**src/rtl/inst_fetch_ctrl_if.sv**
```systemverilog
// Fetch bus bundle: ROM read port plus IF/ID valid/ready output stage.
// master = fetch controller, slave = ROM/decode side.
interface inst_fetch_ctrl_if #(
   parameter int ADDR_W = 6
);
   logic              rom_ce;
   logic [ADDR_W-1:0] rom_addr;
   logic [31:0]       rom_inst;
   logic              id_ready;
   logic              id_valid;
   logic [31:0]       id_pc;
   logic [31:0]       id_inst;

   modport master (
      output rom_ce,
      output rom_addr,
      input  rom_inst,
      input  id_ready,
      output id_valid,
      output id_pc,
      output id_inst
   );

   modport slave (
      input  rom_ce,
      input  rom_addr,
      output rom_inst,
      output id_ready,
      input  id_valid,
      input  id_pc,
      input  id_inst
   );
endinterface

```
**src/rtl/inst_fetch_ctrl.sv**
```systemverilog
// Fetch controller: owns the PC, reads the instruction ROM and feeds
// the decode stage through a valid/ready IF/ID register.
// Ports: clk, rst_n (async low); bus (master: rom_ce/rom_addr/rom_inst,
// id_valid/id_pc/id_inst/id_ready); br_valid_i/br_target_i redirect;
// halt_i level stall; fetch_cnt_o delivered count when FETCH_CNT_EN.
module inst_fetch_ctrl #(
   parameter int          ADDR_W   = 6,
   parameter logic [31:0] RESET_PC = 32'h0
) (
   input  logic              clk,
   input  logic              rst_n,
   inst_fetch_ctrl_if.master bus,
   input  logic              br_valid_i,
   input  logic [31:0]       br_target_i,
   input  logic              halt_i
`ifdef FETCH_CNT_EN
   ,
   output logic [31:0]       fetch_cnt_o
`endif
);

   localparam logic [31:0] PC_RST = RESET_PC & ~32'd3;

   typedef enum logic [1:0] {
      ST_WAIT,
      ST_FETCH,
      ST_HALTED
   } state_e;

   state_e      state_q, state_d;
   logic [31:0] pc_q, pc_d;
   logic        vld_q, vld_d;
   logic [31:0] idpc_q, idpc_d;
   logic [31:0] inst_q, inst_d;

   logic fetching;
   logic slot_free;
   logic capture;
   logic consumed;

   assign fetching  = (state_q == ST_FETCH);
   assign slot_free = !vld_q || bus.id_ready;
   assign capture   = fetching && slot_free
                      && !br_valid_i && !halt_i;
   assign consumed  = vld_q && bus.id_ready;

   always_comb begin
      state_d = state_q;
      unique case (state_q)
         ST_WAIT:   state_d = ST_FETCH;
         ST_FETCH:  if (halt_i) state_d = ST_HALTED;
         ST_HALTED: if (!halt_i) state_d = ST_FETCH;
         default:   state_d = ST_WAIT;
      endcase
   end

   // Redirect wins over capture and flushes even a stalled output.
   always_comb begin
      pc_d   = pc_q;
      vld_d  = vld_q;
      idpc_d = idpc_q;
      inst_d = inst_q;
      if (br_valid_i) begin
         pc_d  = br_target_i & ~32'd3;
         vld_d = 1'b0;
      end else if (capture) begin
         idpc_d = pc_q;
         inst_d = bus.rom_inst;
         vld_d  = 1'b1;
         pc_d   = pc_q + 32'd4;
      end else if (consumed) begin
         vld_d = 1'b0;
      end
   end

   always_ff @(posedge clk or negedge rst_n) begin
      if (!rst_n) begin
         state_q <= ST_WAIT;
         pc_q    <= PC_RST;
         vld_q   <= 1'b0;
         idpc_q  <= 32'd0;
         inst_q  <= 32'd0;
      end else begin
         state_q <= state_d;
         pc_q    <= pc_d;
         vld_q   <= vld_d;
         idpc_q  <= idpc_d;
         inst_q  <= inst_d;
      end
   end

   assign bus.rom_ce   = fetching;
   assign bus.rom_addr = pc_q[ADDR_W+1:2];
   assign bus.id_valid = vld_q;
   assign bus.id_pc    = idpc_q;
   assign bus.id_inst  = inst_q;

`ifdef FETCH_CNT_EN
   logic [31:0] cnt_q, cnt_d;

   // Counts every handshake, including one flushed in the same cycle.
   always_comb begin
      cnt_d = cnt_q;
      if (consumed) cnt_d = cnt_q + 32'd1;
   end

   always_ff @(posedge clk or negedge rst_n) begin
      if (!rst_n) cnt_q <= 32'd0;
      else        cnt_q <= cnt_d;
   end

   assign fetch_cnt_o = cnt_q;
`endif

endmodule

```
**src/flat_wrapper.sv**
```systemverilog
// flat-port wrapper written by rule: the top's interface ports become plain ports
module inst_fetch_ctrl_flat 
#(
   parameter int          ADDR_W   = 6,
   parameter logic [31:0] RESET_PC = 32'h0
)
  (clk, rst_n, br_valid_i, br_target_i, halt_i, bus_rom_ce, bus_rom_addr, bus_rom_inst, bus_id_ready, bus_id_valid, bus_id_pc, bus_id_inst);
  inst_fetch_ctrl_if #(.ADDR_W(ADDR_W)) bus_i ();
  input  logic clk;
  input  logic rst_n;
  input  logic br_valid_i;
  input  logic [31:0] br_target_i;
  input  logic halt_i;
  output wire logic [$bits(bus_i.rom_ce)-1:0] bus_rom_ce;
  output wire logic [$bits(bus_i.rom_addr)-1:0] bus_rom_addr;
  input wire logic [$bits(bus_i.rom_inst)-1:0] bus_rom_inst;
  input wire logic [$bits(bus_i.id_ready)-1:0] bus_id_ready;
  output wire logic [$bits(bus_i.id_valid)-1:0] bus_id_valid;
  output wire logic [$bits(bus_i.id_pc)-1:0] bus_id_pc;
  output wire logic [$bits(bus_i.id_inst)-1:0] bus_id_inst;
  assign bus_rom_ce = bus_i.rom_ce;
  assign bus_rom_addr = bus_i.rom_addr;
  assign bus_i.rom_inst = bus_rom_inst;
  assign bus_i.id_ready = bus_id_ready;
  assign bus_id_valid = bus_i.id_valid;
  assign bus_id_pc = bus_i.id_pc;
  assign bus_id_inst = bus_i.id_inst;
  inst_fetch_ctrl #(.ADDR_W(ADDR_W), .RESET_PC(RESET_PC)) u_core (.clk(clk), .rst_n(rst_n), .bus(bus_i), .br_valid_i(br_valid_i), .br_target_i(br_target_i), .halt_i(halt_i));
endmodule
```
**config.mk**
```make
export PLATFORM = sky130hd
export DESIGN_NAME = inst_fetch_ctrl_flat
export DESIGN_NICKNAME = d
export VERILOG_FILES = /design/src/rtl/inst_fetch_ctrl_if.sv /design/src/rtl/inst_fetch_ctrl.sv /design/src/flat_wrapper.sv
export SDC_FILE = /design/constraint.sdc
export NUM_CORES = 1
export LEC_CHECK = 0
export BUFFER_PORTS_ARGS = -buffer_cell sky130_fd_sc_hd__buf_2
export CORE_MARGIN = 2
export CORE_UTILIZATION = 51
export DETAILED_ROUTE_END_ITERATION = 10
export PLACE_DENSITY = 0.86
export SETUP_SLACK_MARGIN = 0.15
export SKIP_CTS_REPAIR_TIMING = 1
export SYNTH_ARGS = -nofsm -noshare
export SYNTH_HDL_FRONTEND = slang
export SYNTH_SLANG_ARGS = --single-unit
```
**constraint.sdc**
```tcl
create_clock -name clk -period 2.9 [get_ports clk]
set_input_delay 0.58 -clock clk [delete_from_list [all_inputs] [get_ports clk]]
set_output_delay 0.58 -clock clk [all_outputs]
set_load 0.03 [all_outputs]
```
== After elaboration in Yosys (flattened, before gate mapping) ==
Index checks and enable logic that the tools add are counted.

* Register bits: 99
* Input port bits: 69
* Word-level logic and storage cells: 32
* Output and inout bits: 72

* Reduce and logical (&&, ||, !) cells: 13
* Bitwise logic cells: 1
* Eq/ne operators: 4
* Mux-type cells: 8
* Add/subtract/negate cells: 1

{| class="wikitable"
|+ Operator list
! kind !! number
|-
| two-way mux 32 bit || 2
|-
| adder 32 x 3 -> 32 bit (second input constant) || 1
|-
| case mux 2 bit (3 select lines) || 1
|-
| logical AND 1 bit || 4
|-
| two-way mux 2 bit || 2
|-
| != test 2 bit (second input constant) || 2
|-
| AND reduction 2 bit || 2
|-
| logical NOT 1 bit || 3
|-
| two-way mux 1 bit || 3
|-
| nonzero test 3 bit || 1
|-
| == test 2 x 1 -> 1 bit (second input constant) || 1
|-
| == test 2 bit (second input constant) || 1
|-
| logical NOT 2 bit || 1
|-
| nonzero test 2 bit || 1
|-
| logical OR 1 bit || 1
|-
| NOT 1 bit || 1
|}

== Logic depth before layout (Yosys ltp) ==
* Word-level depth: 7
* Depth in mapped cells: 7
* Depth with buffers taken out: 5

== Least setup slack after synthesis ==
OpenSTA, ideal clock, no wires.

* Path type: input port to flip-flop
* Start: input port bus_id_ready
* End: register u_core.inst_q[11] (netlist: u_core.bus.id_inst[11])
* Slack: 0.827 ns
* Buffers on the path: 2
* Setup time: 0.125 ns
* Data arrival time: 1.948 ns
* Stages: 6
* Data required time: 2.775 ns
* Cells stage by stage: nand2b_1 clkbuf_1 nand2_1 nor2_1 buf_2 mux2_2

* Word-level cells in the longest chain between the ends: 5

{| class="wikitable"
|+ Ends and longest elaborated chain
! item !! RTL line !! RTL
|-
| start, declared || flat_wrapper.sv:17 || <nowiki>input wire logic [$bits(bus_i.id_ready)-1:0] bus_id_ready;</nowiki>
|-
| logical OR 1 bit || inst_fetch_ctrl.sv:42 || <nowiki>assign slot_free = !vld_q || bus.id_ready;</nowiki>
|-
| logical AND 1 bit || inst_fetch_ctrl.sv:43 || <nowiki>assign capture = fetching && slot_free</nowiki>
|-
| logical AND 1 bit (2 in series) || inst_fetch_ctrl.sv:44 || <nowiki>&& !br_valid_i && !halt_i;</nowiki>
|-
| AND reduction 2 bit (no source line) || - ||
|-
| end signal, assigned || inst_fetch_ctrl.sv:88 || <nowiki>inst_q <= inst_d;</nowiki>
|-
| end, declared || inst_fetch_ctrl.sv:34 || <nowiki>logic [31:0] inst_q, inst_d;</nowiki>
|}

No other way between the ends.
A chain may end at the register's enable or synchronous reset.

== Worst setup path after layout ==
* Start: register u_core.pc_q[2]
* End: register u_core.pc_q[28]

* Word-level cells in the longest chain between the ends: 3

{| class="wikitable"
|+ Ends and longest elaborated chain
! item !! RTL line !! RTL
|-
| start, declared || inst_fetch_ctrl.sv:31 || <nowiki>logic [31:0] pc_q, pc_d;</nowiki>
|-
| start signal, assigned || inst_fetch_ctrl.sv:85 || <nowiki>pc_q <= pc_d;</nowiki>
|-
| adder 32 x 3 -> 32 bit || inst_fetch_ctrl.sv:70 || <nowiki>pc_d = pc_q + 32'd4;</nowiki>
|-
| two-way mux 32 bit || inst_fetch_ctrl.sv:66 || <nowiki>end else if (capture) begin</nowiki>
|-
| two-way mux 32 bit || inst_fetch_ctrl.sv:63 || <nowiki>if (br_valid_i) begin</nowiki>
|}

No other way between the ends. The select of a mux whose other input is x is not followed.

==> qor.txt <==
Cell mode on critical path = or4_1
DR vias/cell = 5.652
DRC viols = 0
Routability cong. = 0.8282
Synth-to-layout area growth = 22.61%
R2R setup slack = 0.61 ns
Design area = 5258 um2
Crit path buffers/inverters = 0
#FFs+latches synth = 95
Hold Fails Final Rpt = 0
Max VDD drop = 620.7 uV
Stages on worst setup path = 5
Clock Skews = 0.009064 ns
Sequential cell area fraction in the yosys report = 0.5544
Routed via count = 3363
Post-place setup slack = 0.5358 ns
Worst-case clock buffer depth = 2
Placed cell area = 5026 um2
Total Neg Setup Slack = 0 ns
Leak pwr = 2.326 nW
Seq. cell area = 2377 um2
Final setup viols = 0
Reg2Reg Launch Point = u_core.pc_q[2]
Final Worst Setup Slack = 0.6101 ns
Antenna-violating nets left = 0
Root Buffer Master = clkbuf_8
Tot GR Track Use = 0.2083
Die area = 9157 um2
Multi-input logic area = 1769 um2
Crit path launch type = flop
Worst setup path endpoint = u_core.pc_q[28]
FMAX = 436.7 MHz
Layout cells sized above 1 = 0.4449
Clk sink count = 95
Max-slew violation count = 0
Mapped Area = 4288 um2
Ranking of synthesized cells by area = dfrtp_1 55%, mux2_2 14%, or4_1 2.8%
CTS tree = done
YS warnings = 0
Slew margin rel. = 0.6128
Clk_lat worst skew = 0.35 ns
Tightest Pin Transition = 0.5808 ns
Grt total ovfl = 0
CP cell instances = ha_1 -> nand2_2 -> or4_1 -> or4_1 -> a31oi_1
Slowest stage delay, CP = 0.68 ns
Core area = 8175 um2
Post-DP HPWL = 6700 um
First-pass GRT wire length = 14660 um
Synth Instances = 359
Final min period = 2.290 ns
Reg clk slew, reported paths = 0.09 ns
Initial antenna violation count = 0
Delay-heaviest family, CP = simple AND/OR/NAND/NOR gates
PwrDens = 960.4 nW/um2
Die H = 95.69 um
Hold crit path type = primary input to asynchronous set/reset pin
Fin crit share = 0.7896
Initial core utilization = 0.5245
RSZ-0062 raised after global routing = false
Worst-path maximum fanout = 8
Post-DR wirelength/cell = 15.54 um
CTS H-tree depth = 3
Post-Route Utilization = 0.6431
CP endpoint kind = flop
Slowest stage cell on the critical path = or4_1
Mean post-synth cell area = 11.94 um2
CP Data Required Time = 3.18 ns
Placed instance count = 579
Count of unique library cells instantiated by Yosys = 40
DIE WIDTH = 95.69 um
Status = complete, no violations
CTS Buf Count = 9
Max-Cap Viols = 0
Pre-antenna DRT Iters = 4
1st-iter DRT viols = 79
Rows = 33
Fillers = 632
Worst Path Class, Setup = flop to flop
Worst Setup SP = u_core.pc_q[2]
PortBufs = 136
Area share of the largest cell type after synthesis = 0.5544
Antenna Cells = 0
WP data arrival = 2.57 ns
R2R depth = 5
Vias in the first global route = 3199
Synth area leader = dfrtp_1
Final Non-Filler Cells = 595
Largest net degree at the start of global routing = 51
Final WL = 9249 um
Final nets = 555
RR Endpoint = u_core.pc_q[28]
I/O pin cnt = 141
cell type report:
cell class	instances	area share
Timing Repair Buffer	142	0.1409
Inverter	2	0.001428
Clock buffer	12	0.02951
Clock inverter	4	0.01452
Sequential cell	95	0.4522
Tap cell	105	0.02499
Multi-Input combinational cell	235	0.3365
routing by layer:
metal  wire [um]  GRT usage  vias up
li1            -          -     1574
met1        3860     0.2669     1644
met2        4591     0.3380      127
met3         602    0.04542       18
met4         194    0.09881        0
met5           0          0        -
state kept, by name, summed over array words and instances (netlist names):
signal,cells
u_core.bus.id_valid,1
u_core.pc_q,30
u_core.bus.id_pc,30
u_core.bus.id_inst,32
u_core.state_q,2
logic make-up (layout without fill, tap and decap cells):
| family | after synthesis | after routing | synth area share |
|---|---|---|---|
| other cells | 1 | 2 | 0.0008746 |
| xor+xnor | 7 | 7 | 0.01430 |
| compound gates | 56 | 56 | 0.08404 |
| mux | 63 | 63 | 0.1652 |
| fa+ha+maj | 1 | 1 | 0.002918 |
| flops | 95 | 95 | 0.5544 |
| simple gates | 106 | 106 | 0.1427 |
| buf+inv | 30 | 160 | 0.03560 |
worst min path at each step:
stage	endpoint	from	depth (start not counted)	slack (ns)
floorplan	u_core.bus.id_inst[0]	rst_n	0	0.28
global placement	u_core.bus.id_inst[3]	u_core.bus.id_inst[3]	1	0.46
detailed placement	u_core.bus.id_inst[26]	u_core.bus.id_inst[26]	1	0.47
CTS	u_core.bus.id_pc[5]	rst_n	1	0.23
global route	u_core.bus.id_pc[5]	rst_n	1	0.25
finish	u_core.bus.id_pc[5]	rst_n	1	0.22
synth_stat cells:
cell type / number
mux2_2: 53
o21a_1: 1
ha_1: 1
inv_1: 1
nand2_2: 1
buf_2: 8
nor2b_1: 5
nor3b_4: 1
nor2_1: 20
or3_1: 6
clkbuf_1: 12
or4_1: 16
dfrtp_1: 95
nand2_1: 17
and2_2: 1
or4b_1: 1
nand2b_1: 3
mux2_1: 9
or3_2: 1
nor4_1: 4
or3b_2: 1
o31ai_1: 13
a21oi_1: 1
nand4_1: 10
and3_2: 1
mux2i_1: 1
a21o_1: 1
a22oi_1: 2
o31a_1: 4
a31oi_1: 18
nand3_1: 12
o21ai_0: 16
and4_1: 3
buf_4: 8
xnor2_1: 2
and3_1: 2
conb_1: 1
clkinv_1: 1
xor2_1: 5
nand4_2: 1
placed cells by master, fill, tap and decap left out, drive strengths merged, types with 2 or more instances in the layout:
cell      n
or3       7
o21ai    16
and3      3
mux2     62
inv       2
o31ai    13
conb      2
xor2      5
nor2b     5
bufinv    2
nand3    12
a22oi     2
nor4      4
and4      3
dfrtp    95
or4      16
clkbuf   12
xnor2     2
nand2    18
a31oi    18
nand2b    3
nand4    11
o31a      4
nor2     20
buf     142
through the flow:
| step | power, mW | hold slack [ns] |
|---|---|---|
| 3_3_place_gp | 4.026 | 0.4614 |
| 2_1_floorplan | 3.456 | 0.2844 |
| 5_1_grt | 5.319 | 0.2485 |
| 6_report | 5.050 | 0.2179 |
| 4_1_cts | 5.097 | 0.2306 |
| 3_5_place_dp | 4.108 | 0.4722 |
power by group:
group          internal (mW)  total, mW  switching (mW)
registers               1.78       2.05           0.267
logic                  0.699       2.01            1.31
clock network          0.537      0.992           0.455
worst reg2reg max path, stage by stage, from the launching register on:
cell	delay, ns
dfrtp_1	0.45
ha_1	0.24
nand2_2	0.15
or4_1	0.68
or4_1	0.52
a31oi_1	0.18
Note: power is estimated with default switching activity, not from simulation.
